<file path="src/rtl/io_display_driver_if.sv">
// Bundle of CPU output-port words into the display driver and the digit/status outputs back out.
interface io_display_driver_if #(
  parameter int unsigned WIDTH = 32
);
  logic [WIDTH-1:0] in_port0;
  logic [WIDTH-1:0] in_port1;
  logic [WIDTH-1:0] in_port2;
  logic [WIDTH-1:0] in_port3;
  logic [6:0]       hex5;
  logic [6:0]       hex4;
  logic [6:0]       hex3;
  logic [6:0]       hex2;
  logic [6:0]       hex1;
  logic [6:0]       hex0;
  logic             sign_led;
  logic             busy;

  modport master (
    output in_port0, in_port1, in_port2, in_port3,
    input  hex5, hex4, hex3, hex2, hex1, hex0, sign_led, busy
  );

  modport slave (
    input  in_port0, in_port1, in_port2, in_port3,
    output hex5, hex4, hex3, hex2, hex1, hex0, sign_led, busy
  );
endinterface

</file>
<file path="src/rtl/io_display_driver.sv">
// Shows operand A, operand B and result (0..99) on six active-low 7-segment digits plus sign LED,
// using a three-channel sequential double-dabble converter retriggered by any input change.
module io_display_driver #(
  parameter int unsigned WIDTH    = 32,
  parameter bit          BLANK_LZ = 1'b1
) (
  input logic               clock,
  input logic               resetn,
  io_display_driver_if.slave disp
);
  typedef enum logic [1:0] {StIdle, StLoad, StShift, StUpdate} state_e;

  state_e                 r_state, w_state_next;
  logic [3:0][WIDTH-1:0]  r_snap;
  logic                   r_valid;
  logic [2:0]             r_ovf;
  logic [2:0][6:0]        r_bin;
  logic [2:0][7:0]        r_bcd;
  logic [2:0]             r_cnt;
  logic [5:0][6:0]        r_hex;
  logic                   r_sign;

  logic [3:0][WIDTH-1:0]  w_in;
  logic                   w_changed;
  logic [5:0][6:0]        w_hex;

  assign w_in      = {disp.in_port3, disp.in_port2, disp.in_port1, disp.in_port0};
  assign w_changed = (w_in != r_snap);

  function automatic logic [6:0] seg7(input logic [3:0] d);
    case (d)
      4'd0:    return 7'h40;
      4'd1:    return 7'h79;
      4'd2:    return 7'h24;
      4'd3:    return 7'h30;
      4'd4:    return 7'h19;
      4'd5:    return 7'h12;
      4'd6:    return 7'h02;
      4'd7:    return 7'h78;
      4'd8:    return 7'h00;
      4'd9:    return 7'h10;
      default: return 7'h7F;
    endcase
  endfunction

  // One double-dabble step: add-3 correction on each BCD nibble, then shift {bcd, bin} left.
  function automatic logic [14:0] dd_step(input logic [7:0] bcd, input logic [6:0] bin);
    logic [7:0] adj;
    adj = bcd;
    if (adj[3:0] >= 4'd5) adj[3:0] = adj[3:0] + 4'd3;
    if (adj[7:4] >= 4'd5) adj[7:4] = adj[7:4] + 4'd3;
    return {adj[6:0], bin, 1'b0};
  endfunction

  always_comb begin
    w_state_next = r_state;
    unique case (r_state)
      StIdle:   if (!r_valid || w_changed) w_state_next = StLoad;
      StLoad:   w_state_next = StShift;
      StShift:  if (r_cnt == 3'd6) w_state_next = StUpdate;
      StUpdate: w_state_next = StIdle;
      default:  w_state_next = StIdle;
    endcase
  end

  // Channel c drives digits 5-2c (tens) and 4-2c (units).
  always_comb begin
    w_hex = '1;
    for (int c = 0; c < 3; c++) begin
      if (r_ovf[c]) begin
        w_hex[5-2*c] = 7'h3F;
        w_hex[4-2*c] = 7'h3F;
      end else begin
        w_hex[5-2*c] = (BLANK_LZ && (r_bcd[c][7:4] == 4'd0)) ? 7'h7F : seg7(r_bcd[c][7:4]);
        w_hex[4-2*c] = seg7(r_bcd[c][3:0]);
      end
    end
  end

  always_ff @(posedge clock or negedge resetn) begin
    if (!resetn) begin
      r_state <= StIdle;
    end else begin
      r_state <= w_state_next;
    end
  end

  always_ff @(posedge clock or negedge resetn) begin
    if (!resetn) begin
      r_snap  <= '0;
      r_valid <= 1'b0;
      r_ovf   <= '0;
      r_bin   <= '0;
      r_bcd   <= '0;
      r_cnt   <= '0;
      r_hex   <= {6{7'h7F}};
      r_sign  <= 1'b0;
    end else begin
      unique case (r_state)
        StIdle: begin
        end
        StLoad: begin
          r_snap  <= w_in;
          r_valid <= 1'b1;
          r_cnt   <= '0;
          for (int c = 0; c < 3; c++) begin
            r_ovf[c] <= (w_in[c] > WIDTH'(99));
            r_bin[c] <= w_in[c][6:0];
            r_bcd[c] <= '0;
          end
        end
        StShift: begin
          r_cnt <= r_cnt + 3'd1;
          for (int c = 0; c < 3; c++) begin
            {r_bcd[c], r_bin[c]} <= dd_step(r_bcd[c], r_bin[c]);
          end
        end
        StUpdate: begin
          r_hex  <= w_hex;
          // No "-0": a zero magnitude never lights the sign.
          r_sign <= (r_snap[3] != '0) && (r_snap[2] != '0);
        end
        default: begin
        end
      endcase
    end
  end

  assign disp.hex5     = r_hex[5];
  assign disp.hex4     = r_hex[4];
  assign disp.hex3     = r_hex[3];
  assign disp.hex2     = r_hex[2];
  assign disp.hex1     = r_hex[1];
  assign disp.hex0     = r_hex[0];
  assign disp.sign_led = r_sign;
  assign disp.busy     = (r_state != StIdle);
endmodule

</file>
<file path="src/flat_wrapper.sv">
// flat-port wrapper written by rule: the top's interface ports become plain ports
module io_display_driver_flat 
#(
  parameter int unsigned WIDTH    = 32,
  parameter bit          BLANK_LZ = 1'b1
)
  (clock, resetn, disp_in_port0, disp_in_port1, disp_in_port2, disp_in_port3, disp_hex5, disp_hex4, disp_hex3, disp_hex2, disp_hex1, disp_hex0, disp_sign_led, disp_busy);
  io_display_driver_if #(.WIDTH(WIDTH)) disp_i ();
  input logic clock;
  input logic resetn;
  input wire logic [$bits(disp_i.in_port0)-1:0] disp_in_port0;
  input wire logic [$bits(disp_i.in_port1)-1:0] disp_in_port1;
  input wire logic [$bits(disp_i.in_port2)-1:0] disp_in_port2;
  input wire logic [$bits(disp_i.in_port3)-1:0] disp_in_port3;
  output wire logic [$bits(disp_i.hex5)-1:0] disp_hex5;
  output wire logic [$bits(disp_i.hex4)-1:0] disp_hex4;
  output wire logic [$bits(disp_i.hex3)-1:0] disp_hex3;
  output wire logic [$bits(disp_i.hex2)-1:0] disp_hex2;
  output wire logic [$bits(disp_i.hex1)-1:0] disp_hex1;
  output wire logic [$bits(disp_i.hex0)-1:0] disp_hex0;
  output wire logic [$bits(disp_i.sign_led)-1:0] disp_sign_led;
  output wire logic [$bits(disp_i.busy)-1:0] disp_busy;
  assign disp_i.in_port0 = disp_in_port0;
  assign disp_i.in_port1 = disp_in_port1;
  assign disp_i.in_port2 = disp_in_port2;
  assign disp_i.in_port3 = disp_in_port3;
  assign disp_hex5 = disp_i.hex5;
  assign disp_hex4 = disp_i.hex4;
  assign disp_hex3 = disp_i.hex3;
  assign disp_hex2 = disp_i.hex2;
  assign disp_hex1 = disp_i.hex1;
  assign disp_hex0 = disp_i.hex0;
  assign disp_sign_led = disp_i.sign_led;
  assign disp_busy = disp_i.busy;
  io_display_driver #(.WIDTH(WIDTH), .BLANK_LZ(BLANK_LZ)) u_core (.clock(clock), .resetn(resetn), .disp(disp_i));
endmodule
</file>
<file path="config.mk">
export PLATFORM = sky130hd
export DESIGN_NAME = io_display_driver_flat
export DESIGN_NICKNAME = d
export VERILOG_FILES = /design/src/rtl/io_display_driver_if.sv /design/src/rtl/io_display_driver.sv /design/src/flat_wrapper.sv
export SDC_FILE = /design/constraint.sdc
export NUM_CORES = 1
export LEC_CHECK = 0
export ABC_AREA = 1
export CORE_MARGIN = 2
export CORE_UTILIZATION = 53
export CTS_CLUSTER_DIAMETER = 50
export DETAILED_ROUTE_END_ITERATION = 16
export PLACE_DENSITY = 0.83
export SLEW_MARGIN = 20
export SYNTH_ARGS = -nofsm -noshare
export SYNTH_HDL_FRONTEND = slang
export SYNTH_SLANG_ARGS = --single-unit
</file>
<file path="constraint.sdc">
create_clock -name clock -period 2.2 [get_ports clock]
set_input_delay 0.55 -clock clock [delete_from_list [all_inputs] [get_ports clock]]
set_output_delay 0.55 -clock clock [all_outputs]
set_load 0.05 [all_outputs]
</file>
==> metrics.cfg <==
[run_status]
status=complete, no violations

[synthesis]
syn_area_um2=12200
synthArstFlopShare_pct=100
syn-num-nets=1773
yosysTopAreaCell=dfrtp_1
yosys_most_used_dff=dfrtp_1
synth_edf_count=0
synth_seq_area_share_pct=46.6
yosys_warnings=0
ys_top_cells_by_area=dfrtp_1, nand2_1, dfstp_2
ys_seq_elements=225
netlist_instances=1606
yosysTopAreaCellShare_pct=37.6
ys_types=42
synth_area_per_cell_um2=7.59

[route]
routed_wirelength_mm=30.3
antenna_left=0
drt_iter0_drc=819
vias=11000
wl_per_cell_um=14.3
via_per_inst=5.20
drc_errors=0
drtPass1Iterations=5

[cts]
h-tree-depth=1
cts_tree=built
clock_sinks=225
cts_root_buf=clkbuf_16
clk_latency_ns=0.54
cts_buffers=27
clkTransAtPathRegs_ns=0.06
clock_path_buffers=3

[sta]
rsz0062_at_grt=no
skew_ns=0.0210
tightest_slew_ns=0.598
slew_violations=0
setup_viol=0
fmaxAchievable_ghz=0.472
setup_ws_ns=0.0800
period_share_pct=96.4
fin_crit_ns=2.12
hold_viol_final=0
whs_ns=0.485
slew_headroom_pct=60.1

[setup_path]
max_stage_delay_ns=0.53
crit_type=flip-flop to primary output
cp.arrival_ns=1.57
crit_path_top_delay_cell=dfstp_2
worstPathMaxFanout=2
cp_top_family=flip-flops
startpoint_type=flip-flop
path_buf_inv=1
crit_path_end_kind=primary output
worstPathRequired_ns=1.65
crit_chain=dlygate4sd2_1

[die]
chipHeight_um=156
io_pins=174
die_w_um=156
die_area_um2=24200
core_area_um2=22600
rows=55
start_util_pct=53.9

[power_and_ir_drop]
p_sw_mw=3.32
combinationalPowerShare_pct=18.9
p_int_mw=8.15
p_per_area_nw_per_um2=748
p_clk_share_pct=40.3
p_leak_nw=7.24
seqPwrFrac_pct=40.8
irDropWorstVdd_mv=0.579
sw_frac_of_total_pct=28.9

[place]
pre_cts_slack_ns=-0.0806
dp_hpwl_mm=21.8
dp_cells=2061
port_buffers=173
placed_area_um2=14400
place.gp.congestion=0.907

[cells_and_area]
fin_area_um2=15300
drive_gt1_share_pct=10.6
utilization_pct=67.7
area_growth_pct=25.7
nNetsFinal=1973
instances_no_fill=2113

[grt]
grt_pass1_wl_mm=50.4
gr-total-overflow=0
grt_max_degree=126
grt_pass1_vias=10500
grt_use_total_pct=25.2
antenna_found_initial=3

[worst_hold_path]
hp-class=flip-flop to flip-flop

[run]
maxCapViolCount=0

-- routing by layer --
layer	GRT usage, %	share of wire (%)
met1	33.9	44
met2	41.5	48
met3	5.11	6.0
met4	7.34	2.4
met5	0	0.096
-- layout make-up --
type,count,area (um^2)
repair buffers,215,2010
flip-flops and latches,225,5680
diodes,1,2.50
clock inverters,12,178
multi-input cells,1083,5380
well taps,285,357
inverters,254,953
clock buffers,38,757
fillers,1825,7320
-- timing repair --
item,in CTS,in global routing
hold endpoints to repair,28,0
hold buffers,1,0
setup endpoints to repair,4,1
resized for setup,4,1
setup buffers,0,0
cloned,0,0
pin swaps,0,0
-- registers in the layout, indices dropped and copies added, names as in the netlist --
name,flops
u_core.disp.hex0,7
u_core.disp.hex1,7
u_core.disp.hex2,7
u_core.disp.hex3,7
u_core.disp.hex4,7
u_core.disp.hex5,7
u_core.disp.sign_led,1
u_core.r_bcd,24
u_core.r_bin,21
u_core.r_cnt,3
u_core.r_ovf,3
u_core.r_snap,128
u_core.r_state,2
u_core.r_valid,1
-- power groups by stage --
stage	logic, mW	registers (mW)	clock network (mW)
6_report	2.17	4.68	4.62
5_1_grt	2.47	4.71	4.88
4_1_cts	2.15	4.67	4.68
3_5_place_dp	2.11	4.73	0
3_3_place_gp	2.05	4.72	0
2_1_floorplan	1.37	4.65	0
-- cell usage after synthesis, types with 4 or more instances --
| cell | instances |
|---|---|
| nor2_2 | 4 |
| a21oi_1 | 35 |
| nand3_1 | 20 |
| nor3_1 | 10 |
| nand2_1 | 494 |
| buf_1 | 5 |
| o221ai_1 | 6 |
| o22ai_1 | 24 |
| dfrtp_1 | 183 |
| inv_2 | 11 |
| nand4_1 | 19 |
| a31oi_1 | 6 |
| clkbuf_1 | 21 |
| o22a_1 | 4 |
| xnor2_1 | 32 |
| dfstp_2 | 42 |
| inv_1 | 243 |
| nor4_1 | 26 |
| o211ai_1 | 15 |
| a211oi_1 | 6 |
| buf_2 | 18 |
| nor2_1 | 130 |
| ha_1 | 37 |
| nand3b_1 | 4 |
| xor2_1 | 16 |
| o21ai_0 | 170 |
-- kinds of logic after synthesis --
family | count (synthesis) | synth area share, %
AOI/OAI and AO/OA | 280 | 12.9
buffers and inverters | 298 | 9.36
and+or+nand+nor | 718 | 23.9
adders and majority gates | 37 | 3.80
DFF | 225 | 46.6
xor gates and xnor gates | 48 | 3.45
-- layout by cell type (no fill, tap or decap), types with 7 or more instances in the layout --
cell,n
inv_2,12
xnor2_1,32
xor2_1,16
o22ai_1,24
clkbuf_1,7
dfstp_2,42
nor2_1,130
o21ai_0,170
buf_4,77
dfrtp_1,182
clkbuf_16,27
a21oi_1,35
nor4_1,26
nand3_1,20
nand4_1,19
o211ai_1,15
nand2_1,494
ha_1,36
nor3_1,10
inv_1,242
clkdlybuf4s50_1,128
-- final timing paths --
path | start | to | slack, ns | cells past startpoint
worst max-delay path | u_core.disp.hex3[3]$_DFFE_PN1N_ | disp_hex3[3] | 0.08 | 1
worst min-delay path | u_core.r_valid$_DFFE_PN0N_ | u_core.r_valid$_DFFE_PN0N_ | 0.48 | 1
worst max register to register | u_core.r_state[0]$_DFFE_PN0P_ | u_core.disp.hex2[3]$_DFFE_PN1N_ | 0.30 | 8
worst min register to register | u_core.r_valid$_DFFE_PN0N_ | u_core.r_valid$_DFFE_PN0N_ | 0.48 | 1
max in group asynchronous | resetn | u_core.disp.hex0[6]$_DFFE_PN1N_ | 0.98 | 3
min in group asynchronous | resetn | u_core.r_bcd[9]$_DFFE_PN0P_ | 0.52 | 2
-- per-stage QoR --
| stage | power, mW | TNS [ns] |
|---|---|---|
| 4_1_cts | 11.5 | 0 |
| 3_3_place_gp | 6.77 | -0.0658 |
| 3_5_place_dp | 6.85 | -0.182 |
| 6_report | 11.5 | 0 |
| 2_1_floorplan | 6.03 | 0 |
| 5_1_grt | 12.1 | 0 |
No activity file was read; power rests on OpenSTA's default activity.
